**config.mk**
```make
export PLATFORM = sky130hd
export DESIGN_NAME = thermo_encoder_pipe
export DESIGN_NICKNAME = d
export VERILOG_FILES = /design/src/rtl/thermo_encoder_pipe.sv
export SDC_FILE = /design/constraint.sdc
export NUM_CORES = 2
export LEC_CHECK = 0
export CORE_MARGIN = 8
export CORE_UTILIZATION = 55
export CTS_CLUSTER_SIZE = 8
export DETAILED_ROUTE_END_ITERATION = 6
export PLACE_DENSITY = 0.77
export RECOVER_POWER = 50
export SYNTH_ARGS = -nofsm -noshare
export SYNTH_HDL_FRONTEND = slang
export SYNTH_SLANG_ARGS = --single-unit
```
**constraint.sdc**
```tcl
create_clock -name clk -period 18.8 [get_ports clk]
set_input_delay 1.88 -clock clk [delete_from_list [all_inputs] [get_ports clk]]
set_output_delay 1.88 -clock clk [all_outputs]
set_load 0.01 [all_outputs]
```
**src/rtl/thermo_encoder_pipe.sv**
```systemverilog
// Pipelined thermometer-to-binary encoder for the flash ADC back end.
// Capture, bubble correction, priority encode and windowed averaging feed a registered output stage.
module thermo_encoder_pipe #(
    parameter int N_BITS     = 8,
    parameter int BUBBLE_FIX = 1,
    parameter int AVG_LOG2   = 0
) (
    input  logic                 clk,
    input  logic                 rst,
    input  logic                 sync_clr,
    input  logic                 in_valid,
    input  logic [2**N_BITS-1:0] therm_in,
    output logic                 out_valid,
    output logic [N_BITS-1:0]    code_out,
    output logic                 ovr,
    output logic                 und
);

    localparam int TW = 2**N_BITS;
    localparam int AW = N_BITS + AVG_LOG2;
    localparam int CW = (AVG_LOG2 > 0) ? AVG_LOG2 : 1;
    localparam logic [CW-1:0] LAST_CNT = CW'((2**AVG_LOG2) - 1);

    logic [TW-1:0]     r_therm;
    logic              r_v1;
    logic [TW-1:0]     w_corr;
    logic [TW-1:0]     r_corr;
    logic              r_ovr2;
    logic              r_und2;
    logic              r_v2;
    logic [N_BITS-1:0] w_code;
    logic [N_BITS-1:0] r_code;
    logic              r_ovr3;
    logic              r_und3;
    logic              r_v3;
    logic [AW-1:0]     r_acc;
    logic [CW-1:0]     r_cnt;
    logic              r_stickyOvr;
    logic              r_stickyUnd;
    logic [AW-1:0]     w_sum;
    logic              w_last;
    logic              w_ovrAll;
    logic              w_undAll;
    logic              r_resValid;
    logic [N_BITS-1:0] r_resCode;
    logic              r_resOvr;
    logic              r_resUnd;

    always_ff @(posedge clk or posedge rst) begin
        if (rst) begin
            r_therm <= '0;
            r_v1    <= 1'b0;
        end else if (sync_clr) begin
            r_v1 <= 1'b0;
        end else begin
            r_v1 <= in_valid;
            if (in_valid) begin
                r_therm <= therm_in;
            end
        end
    end

    // Edges behave as if a tripped comparator sits below bit 0 and an idle one above the top bit.
    generate
        if (BUBBLE_FIX != 0) begin : g_fix
            logic [TW+1:0] w_ext;
            assign w_ext = {1'b0, r_therm, 1'b1};
            for (genvar gi = 0; gi < TW; gi++) begin : g_maj
                assign w_corr[gi] = (w_ext[gi] & w_ext[gi+1]) |
                                    (w_ext[gi] & w_ext[gi+2]) |
                                    (w_ext[gi+1] & w_ext[gi+2]);
            end
        end else begin : g_raw
            assign w_corr = r_therm;
        end
    endgenerate

    always_ff @(posedge clk or posedge rst) begin
        if (rst) begin
            r_corr <= '0;
            r_ovr2 <= 1'b0;
            r_und2 <= 1'b0;
            r_v2   <= 1'b0;
        end else if (sync_clr) begin
            r_v2 <= 1'b0;
        end else begin
            r_v2 <= r_v1;
            if (r_v1) begin
                r_corr <= w_corr;
                r_ovr2 <= w_corr[TW-1];
                r_und2 <= (w_corr == '0);
            end
        end
    end

    // Highest set bit wins, so residual non-monotonic patterns still resolve upward.
    always_comb begin
        w_code = '0;
        for (int i = 0; i < TW; i++) begin
            if (r_corr[i]) begin
                w_code = N_BITS'(i);
            end
        end
    end

    always_ff @(posedge clk or posedge rst) begin
        if (rst) begin
            r_code <= '0;
            r_ovr3 <= 1'b0;
            r_und3 <= 1'b0;
            r_v3   <= 1'b0;
        end else if (sync_clr) begin
            r_v3 <= 1'b0;
        end else begin
            r_v3 <= r_v2;
            if (r_v2) begin
                r_code <= w_code;
                r_ovr3 <= r_ovr2;
                r_und3 <= r_und2;
            end
        end
    end

    // The accumulator is wide enough for a full window of maximum codes, so it never wraps.
    assign w_sum    = r_acc + AW'(r_code);
    assign w_last   = (r_cnt == LAST_CNT);
    assign w_ovrAll = r_stickyOvr | r_ovr3;
    assign w_undAll = r_stickyUnd | r_und3;

    always_ff @(posedge clk or posedge rst) begin
        if (rst) begin
            r_acc       <= '0;
            r_cnt       <= '0;
            r_stickyOvr <= 1'b0;
            r_stickyUnd <= 1'b0;
            r_resValid  <= 1'b0;
            r_resCode   <= '0;
            r_resOvr    <= 1'b0;
            r_resUnd    <= 1'b0;
        end else if (sync_clr) begin
            r_acc       <= '0;
            r_cnt       <= '0;
            r_stickyOvr <= 1'b0;
            r_stickyUnd <= 1'b0;
            r_resValid  <= 1'b0;
        end else begin
            r_resValid <= 1'b0;
            if (r_v3) begin
                if (w_last) begin
                    r_acc       <= '0;
                    r_cnt       <= '0;
                    r_stickyOvr <= 1'b0;
                    r_stickyUnd <= 1'b0;
                    r_resValid  <= 1'b1;
                    r_resCode   <= w_sum[AW-1:AVG_LOG2];
                    r_resOvr    <= w_ovrAll;
                    r_resUnd    <= w_undAll;
                end else begin
                    r_acc       <= w_sum;
                    r_cnt       <= r_cnt + CW'(1);
                    r_stickyOvr <= w_ovrAll;
                    r_stickyUnd <= w_undAll;
                end
            end
        end
    end

    always_ff @(posedge clk or posedge rst) begin
        if (rst) begin
            out_valid <= 1'b0;
            code_out  <= '0;
            ovr       <= 1'b0;
            und       <= 1'b0;
        end else if (sync_clr) begin
            out_valid <= 1'b0;
        end else begin
            out_valid <= r_resValid;
            if (r_resValid) begin
                code_out <= r_resCode;
                ovr      <= r_resOvr;
                und      <= r_resUnd;
            end
        end
    end

endmodule

```
* Word-level counts from Yosys, hierarchy flattened
Index checks and enable logic that the tools add are counted.
** Cells by class
- Bitwise gates (word level) :: 1023
- Reductions and logical operators :: 7
- Muxes and demuxes :: 274
- Add/subtract/negate cells :: 2
** Operator list (number)
- 8-bit two-way mux :: 257
- 1-bit bitwise OR :: 512
- 1-bit AND :: 509
- 256-bit logical NOT :: 1
- 1-bit two-way mux :: 17
- 8-bit adder :: 1
- 2-bit AND reduction :: 4
- 3-bit AND reduction :: 1
- 1-bit NOT :: 2
- 2-bit nonzero test :: 1
- 1-bit adder, second input constant :: 1
** Storage, ports and cells
- Output and inout bits :: 11
- Flip-flop bits (word level) :: 560
- Input bits :: 260
- Word-level logic and storage cells :: 1328

* Logic depth before layout (Yosys ltp)
- Depth after elaboration :: 255
- Depth in mapped cells :: 8
- Gate-level depth less buffers :: 7

* Worst setup path before layout
Ideal clock, no wire load.
- Path kind :: input-to-reg
- Start point :: in sync_clr
- End point :: reg r_code[6]
- Library setup time :: 133 ps
- Cell stages on the path :: 7
- Data required time :: 18667 ps
- Arrival :: 3217 ps
- Setup slack :: 15450 ps
- Buffers on the path :: 1
- Cells stage by stage :: nor2b_1 -> clkbuf_1 -> nand2_1 -> or3_1 -> nand2b_1 -> nor4_1 -> a21oi_1
** On the way
- Longest elaborated chain between the ends :: 2
** Ends and longest elaborated chain
- start: declaration :: line 10 : input logic sync_clr,
- 1-bit NOT (no source line)
- 2-bit AND reduction (no source line)
- end signal: assignment :: line 117 : r_code <= w_code;
- end: declaration :: line 32 : logic [N_BITS-1:0] r_code;
Every way passes these cells.
A chain may end at the register's enable or synchronous reset.

* Final worst setup path
- Start point :: in sync_clr
- End point :: reg r_therm[86]
** On the way
- Longest elaborated chain between the ends :: 2
** Ends and longest elaborated chain
- 1-bit NOT (no source line)
- 2-bit AND reduction (no source line)
- end signal: assignment :: line 58 : r_therm <= therm_in;
- end: declaration :: line 24 : logic [TW-1:0] r_therm;
Every way passes these cells.

==> results.sh <==
export IMPL_setup_worst_path_end_class="register"
export IMPL_rows=84
export IMPL_rsz0062_at_grt="false"
export IMPL_period_share_pct=56.7
export IMPL_rr_startpoint="r_v1"
export IMPL_fillers=4107
export IMPL_min_path_type="register to register"
export IMPL_cts_root_buf="clkbuf_16"
export IMPL_startpoint="sync_clr"
export IMPL_r2r_slack_ns=10.24
export IMPL_antenna_found_initial=7
export IMPL_setup_worst_path_class="primary input to register"
export IMPL_worst_setup_path_start_kind="primary input"
export IMPL_max_stage_delay_ns=6.37
export IMPL_area_growth_pct=15.3
export IMPL_leakagePower_nw=13.5
export IMPL_yosys_top_cells_area="dfrtp_1, mux2_2, o21ai_0, o31ai_1, a21oi_1"
export IMPL_clockBufferDepth=3
export IMPL_ios=271
export IMPL_drc=2
export IMPL_clk_latency_ns=0.63
export IMPL_use_met2_pct=59.7
export IMPL_die_y_um=247
export IMPL_cp_top_family="buffers and inverters"
export IMPL_cp_depth=5
export IMPL_post_drt_wl_per_cell_um=30.7
export IMPL_use_met3_pct=11.4
export IMPL_finalHoldViolCount=0
export IMPL_fin_util_pct=64.2
export IMPL_h_tree_depth=3
export IMPL_cp_cell_sequence="dlygate4sd3_1, nor2b_4, clkbuf_1, buf_4, mux2_2"
export IMPL_synth_cells=3217
export IMPL_grt_met1_usage_pct=49.3
export IMPL_core_area_mm2=0.0528
export IMPL_synth_area_leader_cell="dfrtp_1"
export IMPL_fp_dieW_um=247
export IMPL_r2r_end="r_und2"
export IMPL_fin_crit_ns=10.66
export IMPL_fmax_ghz=0.0938
export IMPL_drive_gt1_share_pct=11.9
export IMPL_arrival_ns=11.16
export IMPL_overflow=0
export IMPL_grt_max_degree=184
export IMPL_synth_flop_cell="dfrtp_1"
export IMPL_cp_num_buf_inv=3
export IMPL_yosysWarnings=0
export IMPL_finalSetupTns_ns=0
export IMPL_place_gp_congestion=1.07
export IMPL_crit_slowest_cell="clkbuf_1"
export IMPL_cts_hold_buf=0
export IMPL_fin_nets=3517
export IMPL_vias=27900
export IMPL_slew_violations=789
export IMPL_holdPathEnd="code_out[7]"
export IMPL_viasPerCell=7.07
export IMPL_synth_edf_count=0
export IMPL_min_from="code_out[7]"
export IMPL_cts_resized=0
export IMPL_final_setup_skew_ns=0.0207
export IMPL_synth_top_area_share_pct=46.6
export IMPL_synth_seq_cells=547
export IMPL_synthTopCellsByCount="dfrtp_1, o21ai_0, nand2_1"
export IMPL_drt_iter0_drc=4109
export IMPL_finalWirelength_um=121000
export IMPL_hpwl_um=90200
export IMPL_io_buffers=270
export IMPL_placed_cell_area_mm2=0.0318
export IMPL_preCtsSetupSlack_ns=13.12
export IMPL_netlist_area_mm2=0.0294
export IMPL_worstPathRequired_ns=19.29
export IMPL_grt_pass1_vias=27100
export IMPL_cts_buffers=78
export IMPL_dr_pass1_iters=7
export IMPL_setup_ws_ns=8.14
export IMPL_post_cts_repair_setup_buffers=0
export IMPL_grt_pass1_wl_um=178000
export IMPL_synth_most_common_cell="dfrtp_1"
export IMPL_path_max_fanout=174
export IMPL_clk_pin_slew_ns=0.04
export IMPL_initial_utilization_pct=55.7
export IMPL_max_slew_margin_pct=-518
export IMPL_powerDensity_mw_per_mm2=122
export IMPL_worst_pin_slew_ns=9.26
export IMPL_ir_worst_vdd_mv=0.0886
export IMPL_status="complete, but fails checks"
export IMPL_holdPathStages=1
export IMPL_final_area_mm2=0.0339
export IMPL_postSynthAreaPerCell_um2=9.14
export IMPL_seq_area_frac_synth_pct=46.6
export IMPL_ff2ff_path_depth=7
export IMPL_violations="DRC, capacitance limit, slew limit"
export IMPL_synthArstFlopShare_pct=100
export IMPL_ys_types=71
export IMPL_dieArea_mm2=0.0611
export IMPL_maxCapViolCount=8
export IMPL_cts_sinks=547
export IMPL_drtAntennaViolNets=0
export IMPL_cts_tree="done"
export IMPL_syn_num_nets=3477
export IMPL_setup_viol=0
export IMPL_track_usage_pct=39.2
export IMPL_top_usage_layer="met2"
[per-stage QoR]
stage / instances / total power, W / hold WS (ns)
5_1_grt: 3952 / 0.00430 / 0.518
3_5_place_dp: 3865 / 0.00281 / 0.493
6_report: 3953 / 0.00414 / 0.498
2_1_floorplan: 3217 / 0.00235 / 0.441
4_1_cts: 3952 / 0.00408 / 0.503
3_3_place_gp: 3865 / 0.00277 / 0.457
[cell families after synthesis]
group | Yosys count | share of synthesized area (%)
DFF | 547 | 46.6
AOI/OAI and AO/OA | 1062 | 22.2
muxes | 276 | 10.6
buffers and inverters | 383 | 5.12
and+or+nand+nor | 914 | 14.4
adders and majority gates | 35 | 1.19
[area by class of cell]
cell class,count,area (µm²),area share (%)
Timing Repair Buffer,288,2820,8.32
Sequential cell,547,13700,40.4
Inverter,55,208,0.613
Tap cell,688,861,2.54
Clock inverter,4,38.8,0.114
Clock buffer,83,2070,6.09
Antenna cell,1,2.50,0.00738
Multi-Input combinational cell,2287,14200,41.9
[worst register-to-register path, delay by kind of cell (launching register included)]
family | cells | cell delay, ns
buffers and inverters | 1 | 5.18
and+or+nand+nor | 4 | 1.71
AOI/OAI and AO/OA | 2 | 1.22
DFF | 1 | 0.35
[report_power, final]
group | switching [W] | internal [W]
logic | 0.000504 | 0.000424
clock network | 0.000500 | 0.000764
registers | 0.000543 | 0.00141
total | 0.00155 | 0.00260
[flip-flops by register name (all words and copies together), names as in the netlist]
name	count
r_und3	1
r_resValid	1
r_und2	1
out_valid	1
code_out	8
r_resUnd	1
r_v2	1
ovr	1
r_v3	1
und	1
r_resCode	8
r_corr	255
r_therm	256
r_ovr3	1
r_code	8
r_resOvr	1
r_v1	1
[routing by layer]
layer | vias up | part of all wire [%]
met2 | 1995 | 44
met4 | 6 | 7.2
met5 | - | 0.028
met3 | 475 | 12
li1 | 11800 | -
met1 | 13700 | 37
[how the worst max path moves through the flow]
stage                              end  slack, ns
after floorplan            code_out[0]       1.63
after global placement      r_corr[29]      13.22
after detailed placement    r_corr[29]      13.12
after CTS                   r_corr[26]      13.76
after global routing      r_therm[249]       7.49
final                      r_therm[86]       8.14
[cell usage in the layout (no fill, tap or decap), types with 11 or more instances in the layout]
cell / instances
dfrtp_1: 547
o21ai_0: 357
nand2_1: 306
nor2_1: 288
a21oi_1: 286
mux2_2: 272
clkdlybuf4s50_1: 257
o31ai_1: 194
nor4_1: 85
clkbuf_16: 82
nand4_1: 69
inv_1: 54
a22oi_1: 53
nor3_1: 47
maj3_1: 35
or4_1: 29
nand3_1: 25
a22o_1: 18
nor2b_1: 17
o2111ai_1: 15
a221oi_1: 13
dlygate4sd3_1: 13
buf_4: 13
nand2b_1: 12
o21a_1: 12
o22ai_1: 12
o211ai_1: 11
No activity file was read; power rests on OpenSTA's default activity.
